--- src/rtl/uart_transmitter_if.sv ---
// Parallel-side bus of the UART transmitter: byte/baud request in, serial line and status out.
// The master drives a request; the slave (the transmitter) owns TxD, tx_busy and tx_done.
interface uart_transmitter_if;
    logic [2:0] baudrate_set;
    logic [7:0] TxData;
    logic       tx_start;
    logic       TxD;
    logic       tx_busy;
    logic       tx_done;

    // tx_start is honoured only while tx_busy=0 (a request is taken on the edge that sees it);
    // it is dropped, not queued, while a frame is in flight. tx_done pulses one cycle per frame.
    modport master (
        output baudrate_set, TxData, tx_start,
        input  TxD, tx_busy, tx_done
    );

    modport slave (
        input  baudrate_set, TxData, tx_start,
        output TxD, tx_busy, tx_done
    );
endinterface

--- src/rtl/uart_transmitter.sv ---
// UART transmitter, 8 data bits LSB first, one stop bit, selectable baud rate.
// Define UART_TX_PARITY_EN to add an even-parity bit (8E1, 11-bit frame); default build is 8N1.
module uart_transmitter #(
    parameter int clk_freq = 100_000_000
) (
    input  logic                clk,
    input  logic                reset,
    uart_transmitter_if.slave   bus,
    output logic [2:0]          dbg_state
);

`ifdef UART_TX_PARITY_EN
    typedef enum logic [2:0] {
        IDLE = 3'd0, START = 3'd1, DATA = 3'd2, PARITY = 3'd3, STOP = 3'd4
    } state_t;
`else
    typedef enum logic [2:0] {
        IDLE = 3'd0, START = 3'd1, DATA = 3'd2, STOP = 3'd4
    } state_t;
`endif

    localparam logic [15:0] DIV_2400   = 16'(clk_freq / 2400);
    localparam logic [15:0] DIV_4800   = 16'(clk_freq / 4800);
    localparam logic [15:0] DIV_9600   = 16'(clk_freq / 9600);
    localparam logic [15:0] DIV_19200  = 16'(clk_freq / 19200);
    localparam logic [15:0] DIV_38400  = 16'(clk_freq / 38400);
    localparam logic [15:0] DIV_57600  = 16'(clk_freq / 57600);
    localparam logic [15:0] DIV_115200 = 16'(clk_freq / 115200);
    localparam logic [15:0] DIV_230400 = 16'(clk_freq / 230400);

    state_t      state, state_n;
    logic [15:0] cnt, cnt_n;
    logic [2:0]  idx, idx_n;
    logic [7:0]  data_q, data_n;
    logic [2:0]  baud_q, baud_n;
    logic        txd_q, txd_n;
    logic        busy_q, busy_n;
    logic        done_q, done_n;
    logic [15:0] div;
    logic        bit_end;

    // Divisor comes from the baud code latched at frame start, never the live input.
    always_comb begin
        div = DIV_2400;
        case (baud_q)
            3'd0:    div = DIV_2400;
            3'd1:    div = DIV_4800;
            3'd2:    div = DIV_9600;
            3'd3:    div = DIV_19200;
            3'd4:    div = DIV_38400;
            3'd5:    div = DIV_57600;
            3'd6:    div = DIV_115200;
            default: div = DIV_230400;
        endcase
    end

    assign bit_end = (cnt == div - 16'd1);

    always_ff @(posedge clk or posedge reset) begin
        if (reset) begin
            state  <= IDLE;
            cnt    <= '0;
            idx    <= '0;
            data_q <= '0;
            baud_q <= '0;
            txd_q  <= 1'b1;
            busy_q <= 1'b0;
            done_q <= 1'b0;
        end else begin
            state  <= state_n;
            cnt    <= cnt_n;
            idx    <= idx_n;
            data_q <= data_n;
            baud_q <= baud_n;
            txd_q  <= txd_n;
            busy_q <= busy_n;
            done_q <= done_n;
        end
    end

    always_comb begin
        state_n = state;
        cnt_n   = cnt;
        idx_n   = idx;
        data_n  = data_q;
        baud_n  = baud_q;
        txd_n   = txd_q;
        busy_n  = busy_q;
        done_n  = 1'b0;

        // Every non-idle state times one bit period and clears the counter at the boundary.
        if (state != IDLE) begin
            cnt_n = bit_end ? 16'd0 : cnt + 16'd1;
        end

        case (state)
            IDLE: begin
                if (bus.tx_start) begin
                    state_n = START;
                    data_n  = bus.TxData;
                    baud_n  = bus.baudrate_set;
                    cnt_n   = '0;
                    idx_n   = '0;
                    txd_n   = 1'b0;
                    busy_n  = 1'b1;
                end
            end
            START: begin
                if (bit_end) begin
                    state_n = DATA;
                    txd_n   = data_q[0];
                end
            end
            DATA: begin
                if (bit_end) begin
                    if (idx == 3'd7) begin
`ifdef UART_TX_PARITY_EN
                        state_n = PARITY;
                        txd_n   = ^data_q;
`else
                        state_n = STOP;
                        txd_n   = 1'b1;
`endif
                    end else begin
                        idx_n = idx + 3'd1;
                        txd_n = data_q[idx_n];
                    end
                end
            end
`ifdef UART_TX_PARITY_EN
            PARITY: begin
                if (bit_end) begin
                    state_n = STOP;
                    txd_n   = 1'b1;
                end
            end
`endif
            STOP: begin
                if (bit_end) begin
                    state_n = IDLE;
                    idx_n   = '0;
                    busy_n  = 1'b0;
                    done_n  = 1'b1;
                end
            end
            default: begin
                state_n = IDLE;
                txd_n   = 1'b1;
                busy_n  = 1'b0;
            end
        endcase
    end

    assign bus.TxD     = txd_q;
    assign bus.tx_busy = busy_q;
    assign bus.tx_done = done_q;
    assign dbg_state   = state;

endmodule

--- src/flat_wrapper.sv ---
// flat-port wrapper written by rule: the top's interface ports become plain ports
module uart_transmitter_flat 
#(
    parameter int clk_freq = 100_000_000
)
  (clk, reset, dbg_state, bus_baudrate_set, bus_TxData, bus_tx_start, bus_TxD, bus_tx_busy, bus_tx_done);
  uart_transmitter_if bus_i ();
  input  logic clk;
  input  logic reset;
  output logic [2:0] dbg_state;
  input wire logic [$bits(bus_i.baudrate_set)-1:0] bus_baudrate_set;
  input wire logic [$bits(bus_i.TxData)-1:0] bus_TxData;
  input wire logic [$bits(bus_i.tx_start)-1:0] bus_tx_start;
  output wire logic [$bits(bus_i.TxD)-1:0] bus_TxD;
  output wire logic [$bits(bus_i.tx_busy)-1:0] bus_tx_busy;
  output wire logic [$bits(bus_i.tx_done)-1:0] bus_tx_done;
  assign bus_i.baudrate_set = bus_baudrate_set;
  assign bus_i.TxData = bus_TxData;
  assign bus_i.tx_start = bus_tx_start;
  assign bus_TxD = bus_i.TxD;
  assign bus_tx_busy = bus_i.tx_busy;
  assign bus_tx_done = bus_i.tx_done;
  uart_transmitter #(.clk_freq(clk_freq)) u_core (.clk(clk), .reset(reset), .bus(bus_i), .dbg_state(dbg_state));
endmodule
--- config.mk ---
export PLATFORM = sky130hd
export DESIGN_NAME = uart_transmitter_flat
export DESIGN_NICKNAME = d
export VERILOG_FILES = /design/src/rtl/uart_transmitter_if.sv /design/src/rtl/uart_transmitter.sv /design/src/flat_wrapper.sv
export SDC_FILE = /design/constraint.sdc
export NUM_CORES = 1
export LEC_CHECK = 0
export CORE_MARGIN = 2
export CORE_UTILIZATION = 30
export DETAILED_ROUTE_END_ITERATION = 8
export PLACE_DENSITY = 0.53
export SYNTH_ARGS = -nofsm -noshare
export SYNTH_HDL_FRONTEND = slang
export SYNTH_SLANG_ARGS = --single-unit
--- constraint.sdc ---
create_clock -name clk -period 2.85 [get_ports clk]
set_input_delay 0.57 -clock clk [delete_from_list [all_inputs] [get_ports clk]]
set_output_delay 0.57 -clock clk [all_outputs]
set_load 0.005 [all_outputs]
Word level (Yosys, flattened, before mapping)

Cells that the tools add are included.
W data, S select, Z words.

Register bits after elaboration: 36
Output and inout bits: 6
Logic and storage cells: 68

Add/sub/neg operators: 3
Magnitude comparators: 1
Equality and inequality tests: 17
Multiplexer cells: 27
Bitwise logic cells: 2
Reductions and logical operators: 10

Operators with widths:

| kind                    | number |
|---|---|
| $pmux W16 S7            | 1 |
| $mux W16                | 4 |
| $mux W3                 | 8 |
| $add A16 B1 Y16 const B | 1 |
| $eq A16 B16 Y1          | 1 |
| $sub A16 B1 Y16 const B | 1 |
| $eq A3 B3 Y1 const B    | 5 |
| $pmux W3 S4             | 1 |
| $reduce_and A5 Y1       | 2 |
| $eq A3 B2 Y1 const B    | 3 |
| $mux W1                 | 9 |
| $pmux W3 S3             | 1 |
| $ne A2 B1 Y1 const B    | 4 |
| $eq A3 B1 Y1 const B    | 2 |
| $logic_not A3 Y1        | 2 |
| $reduce_bool A3 Y1      | 2 |
| $lt A3 B4 Y1 const B    | 1 |
| $ne A2 B2 Y1 const B    | 2 |
| $pmux W1 S4             | 1 |
| $reduce_and A4 Y1       | 1 |
| $add A3 B1 Y3 const B   | 1 |
| $bmux W1 S3             | 1 |
| $pmux W1 S3             | 1 |
| $reduce_and A3 Y1       | 1 |
| 3 further kinds         | 4 |

Logic depth before layout (Yosys ltp)

Depth in word-level cells: 8
Mapped depth: 12
Mapped depth without buffers: 9

Worst setup path before layout

No wires, ideal clock.

Kind: register to register
Start: register u_core.baud_q[1]
End: register u_core.txd_q (netlist: u_core.bus.TxD)
Arrival time: 2.527 ns
Data required time: 2.765 ns
Path slack: 0.238 ns
Stages on the path, launching flop included: 12
Path buffers: 2
Period minus slack after synthesis: 2.612 ns
Cells stage by stage: dfrtp_1 -> buf_4 -> buf_4 -> nor2_1 -> a21boi_0 -> ha_1 -> nor2b_2 -> maj3_1 -> a2bb2oi_2 -> and4_4 -> a311oi_2 -> mux2_1

Longest elaborated chain between the ends: 6
Elaborated cells on any way between the ends: 13
Classes of those cells: add/sub: 1; eq/ne: 9; mux: 1; reduce/logical: 2

Ends and longest elaborated chain:

| item                                 | line                   | text |
|---|---|---|
| start, declared                      | uart_transmitter.sv:35 | `logic [2:0] baud_q, baud_n;` |
| start signal, assigned               | uart_transmitter.sv:74 | `baud_q <= baud_n;` |
| $eq A3 B3 Y1 (tied with other cells) | uart_transmitter.sv:45 | `case (baud_q)` |
| $pmux W16 S7 *                       | uart_transmitter.sv:45 |  |
| $sub A16 B1 Y16 *                    | uart_transmitter.sv:57 | `assign bit_end = (cnt == div - 16'd1);` |
| $eq A16 B16 Y1 *                     | uart_transmitter.sv:57 |  |
| $ne A2 B1 Y1 (no source line)        | -                      |  |
| $reduce_and A4 Y1 (no source line) * | -                      |  |
| end signal, assigned                 | uart_transmitter.sv:75 | `txd_q <= txd_n;` |
| end, declared                        | uart_transmitter.sv:36 | `logic txd_q, txd_n;` |

Mark *: on every way between the ends. The rest lies on a longest branch, timed or not.
A chain may end at the register's enable or synchronous reset.

Worst setup path after layout

Start: register u_core.baud_q[0]
End: register u_core.txd_q (netlist: u_core.bus.TxD)

Same word-level chain as after synthesis.

==> impl_metrics.toml <==
[floorplan]
die_area_sq_um = 8960
die_y_microns = 94.6
ios = 20
core_area_sq_um = 8090
start_util_pct = 30.5
rows = 33
fp.dieW_microns = 94.6

[cts]
ctsHoldBuffers = 0
clk-insertion-delay-late_ns = 0.30
post_cts_buffers = 0
clk_pin_slew_ns = 0.08
cts.repair.resized = 0
clock-sinks = 36
htreeDepth = 2
clock-root-buffer = "clkbuf_8"
cts_buffers = 5
clockBufferDepth = 2
tritoncts = "done"

[power]
p_leak_uw = 0.00119
ir_drop_uv = 177
p_per_area_nw_per_um2 = 608
power_uw = 1760

[worst_setup_path]
rrSetupSlack_ns = 0.18
slowest_delay_ns = 0.49
critPathSlowestCell = "dfrtp_2"
path_class = "reg2reg"
end_kind = "register"
reg2reg_depth = 9
crit_chain = "nand3_1, a21boi_0, ha_2, or3b_1, o211ai_2, xnor2_1, nor2_1, a311oi_2, mux2_1"
crit_fanout = 11
critical_path_arrival_ns = 2.90
rr_endpoint = "u_core.bus.TxD$_DFFE_PP1P_"
critPathLaunchType = "register"
r2r_start = "u_core.baud_q[0]$_DFFE_PP0P_"
critPathRequiredTime_ns = 3.08

[yosys]
synth.avg_cell_area_sq_um = 9.34
yosysMostFrequentCell = "nand2_1"
async_reset_ff_share_pct = 100
synth_area_leaders = "dfrtp_1 36%, nand2_1 7.0%, xor2_1 4.3%, nor3_1 3.9%, ha_1 3.6%"
ys_warn_count = 0
synthTopCellsByCount = "46 x nand2_1, 35 x dfrtp_1, 19 x nor3_1"
synth_area_leader_cell = "dfrtp_1"
synth_edf_count = 0
syn_inst = 264
synthFlopType = "dfrtp_1"
syn_nets = 285
ys_types = 68
yosysSeqAreaShare_pct = 36.6
syn-cell-area_sq_um = 2460
ys_ff_latch = 36
synth_top_area_share_pct = 35.5

[global_routing]
top_usage_layer = "met2"
overflow = 0
antenna_found_initial = 0
grt_max_degree = 37
gr-usage-met3_pct = 2.00
grt_first_pass_wirelength_mm = 9.50
grt_pass1_vias = 1864
grtUsageMet1_pct = 20.0
use_met2_pct = 20.5
gr-usage-all-layers_pct = 13.6

[sta]
slew_headroom_pct = 65.2
setup_violations = 0
worst_clock_skew_ns = 0.0125
hold_ws_ns = 0.479
tns_ns = 0
hold_viol_final = 0
rsz0062_at_grt = "no"
post-route-period-util_pct = 93.8
worst_slew_pin_slew_ns = 0.521
fmax_mhz = 374
report.final.slew_viol_count = 0
finalCriticalPeriod_ns = 2.67

[place]
place_congestion = 0.839
dp_hpwl_mm = 4.09
port_buffers = 19
placed_cells = 385

[run]
drv_cap = 0

[cells_and_area]
drive_gt1_share_pct = 16.3
n_antenna_cell = 0
synthToLayoutAreaGrowth_pct = 17.1
fillCellCount = 862
nets = 308
final_cells = 393

[min_path]
hold_path_class = "reg2reg"
whs_path_depth = 2
holdPathEnd = "u_core.data_q[6]$_DFFE_PP0P_"
min_from = "u_core.data_q[6]$_DFFE_PP0P_"

[drt]
dr.pass1.iters = 4
drt_iter0_drc = 140
vias_per_cell = 5.07
vias = 1994
avgRoutedWirePerCell_microns = 14.4
postRouteAntennaNets = 0
finalWirelength_mm = 5.64
drc = 0

[status]
status = "finished clean"
[power breakdown]
part           internal (uW)  leakage [uW]  switching, uW
logic                    300      0.000704            315
clock network            175     0.0000424            196
registers                610      0.000443            160
[sequential cells by signal, summed over array words and instances (netlist names)]
signal	flops
u_core.bus.tx_busy	1
u_core.cnt	16
u_core.bus.TxD	1
u_core.bus.tx_done	1
u_core.baud_q	3
u_core.dbg_state	3
u_core.data_q	8
u_core.idx	3
[per-stage QoR]
step / instance area [sq um] / setup WS, ns / util (%)
after floorplan: 2460 / 0.238 / -
after global placement: 2800 / 0.150 / 34.6
after detailed placement: 2800 / 0.104 / 34.6
after CTS: 2880 / 0.107 / 35.6
after global routing: 2890 / 0.0113 / 35.7
final: 2890 / 0.177 / 35.7
[worst max path at each step]
stage                                  from                    endpoint  slack [ns]
3_3_place_gp   u_core.baud_q[0]$_DFFE_PP0P_  u_core.bus.TxD$_DFFE_PP1P_        0.15
3_5_place_dp   u_core.baud_q[0]$_DFFE_PP0P_  u_core.bus.TxD$_DFFE_PP1P_        0.10
2_1_floorplan  u_core.baud_q[1]$_DFFE_PP0P_  u_core.bus.TxD$_DFFE_PP1P_        0.24
5_1_grt        u_core.baud_q[0]$_DFFE_PP0P_  u_core.bus.TxD$_DFFE_PP1P_        0.01
6_report       u_core.baud_q[0]$_DFFE_PP0P_  u_core.bus.TxD$_DFFE_PP1P_        0.18
4_1_cts        u_core.baud_q[0]$_DFFE_PP0P_  u_core.bus.TxD$_DFFE_PP1P_        0.11
[layout make-up]
class,instances,area [sq um],area share (%)
clock inverter,1,8.76,0.304
multi-input combinational,207,1460,50.6
clock buffer,7,76.3,2.65
timing repair buffer,32,288,9.97
tap,105,131,4.55
sequential,36,903,31.3
inverter,5,18.8,0.650
[placed cells by master, fill, tap and decap left out, types with 4 or more instances in the layout]
cell / instances
xor2_1: 12
nand2_1: 46
xnor2_1: 10
nor3_1: 19
nand3_1: 10
nor2_1: 14
nand2b_1: 6
clkdlybuf4s50_1: 19
nand4_1: 4
clkbuf_8: 5
a21oi_1: 8
ha_1: 6
buf_4: 13
inv_1: 4
o21ai_0: 7
dfrtp_1: 34
[critical path: cells and delay by family (launching register included)]
family                     cells  cell delay [ns]
AOI/OAI and AO/OA              3             0.61
xor gates and xnor gates       1             0.24
adders and majority gates      1             0.25
DFF                            1             0.49
muxes                          1             0.35
and+or+nand+nor                3             0.68
[cells by family after synthesis]
family | synth area share, %
fa+ha+maj | 3.96
flops | 36.6
simple gates | 29.0
buf+inv | 4.31
compound gates | 14.9
xor+xnor | 8.48
mux | 2.69
[routing by layer]
layer | vias up | wire, microns | share of wire (%)
met5 | - | 0 | 0
met4 | 0 | 83 | 1.5
met3 | 6 | 138 | 2.4
met2 | 27 | 2530 | 45
met1 | 968 | 2900 | 51
li1 | 993 | - | -
(Power assumes the default switching activity.)
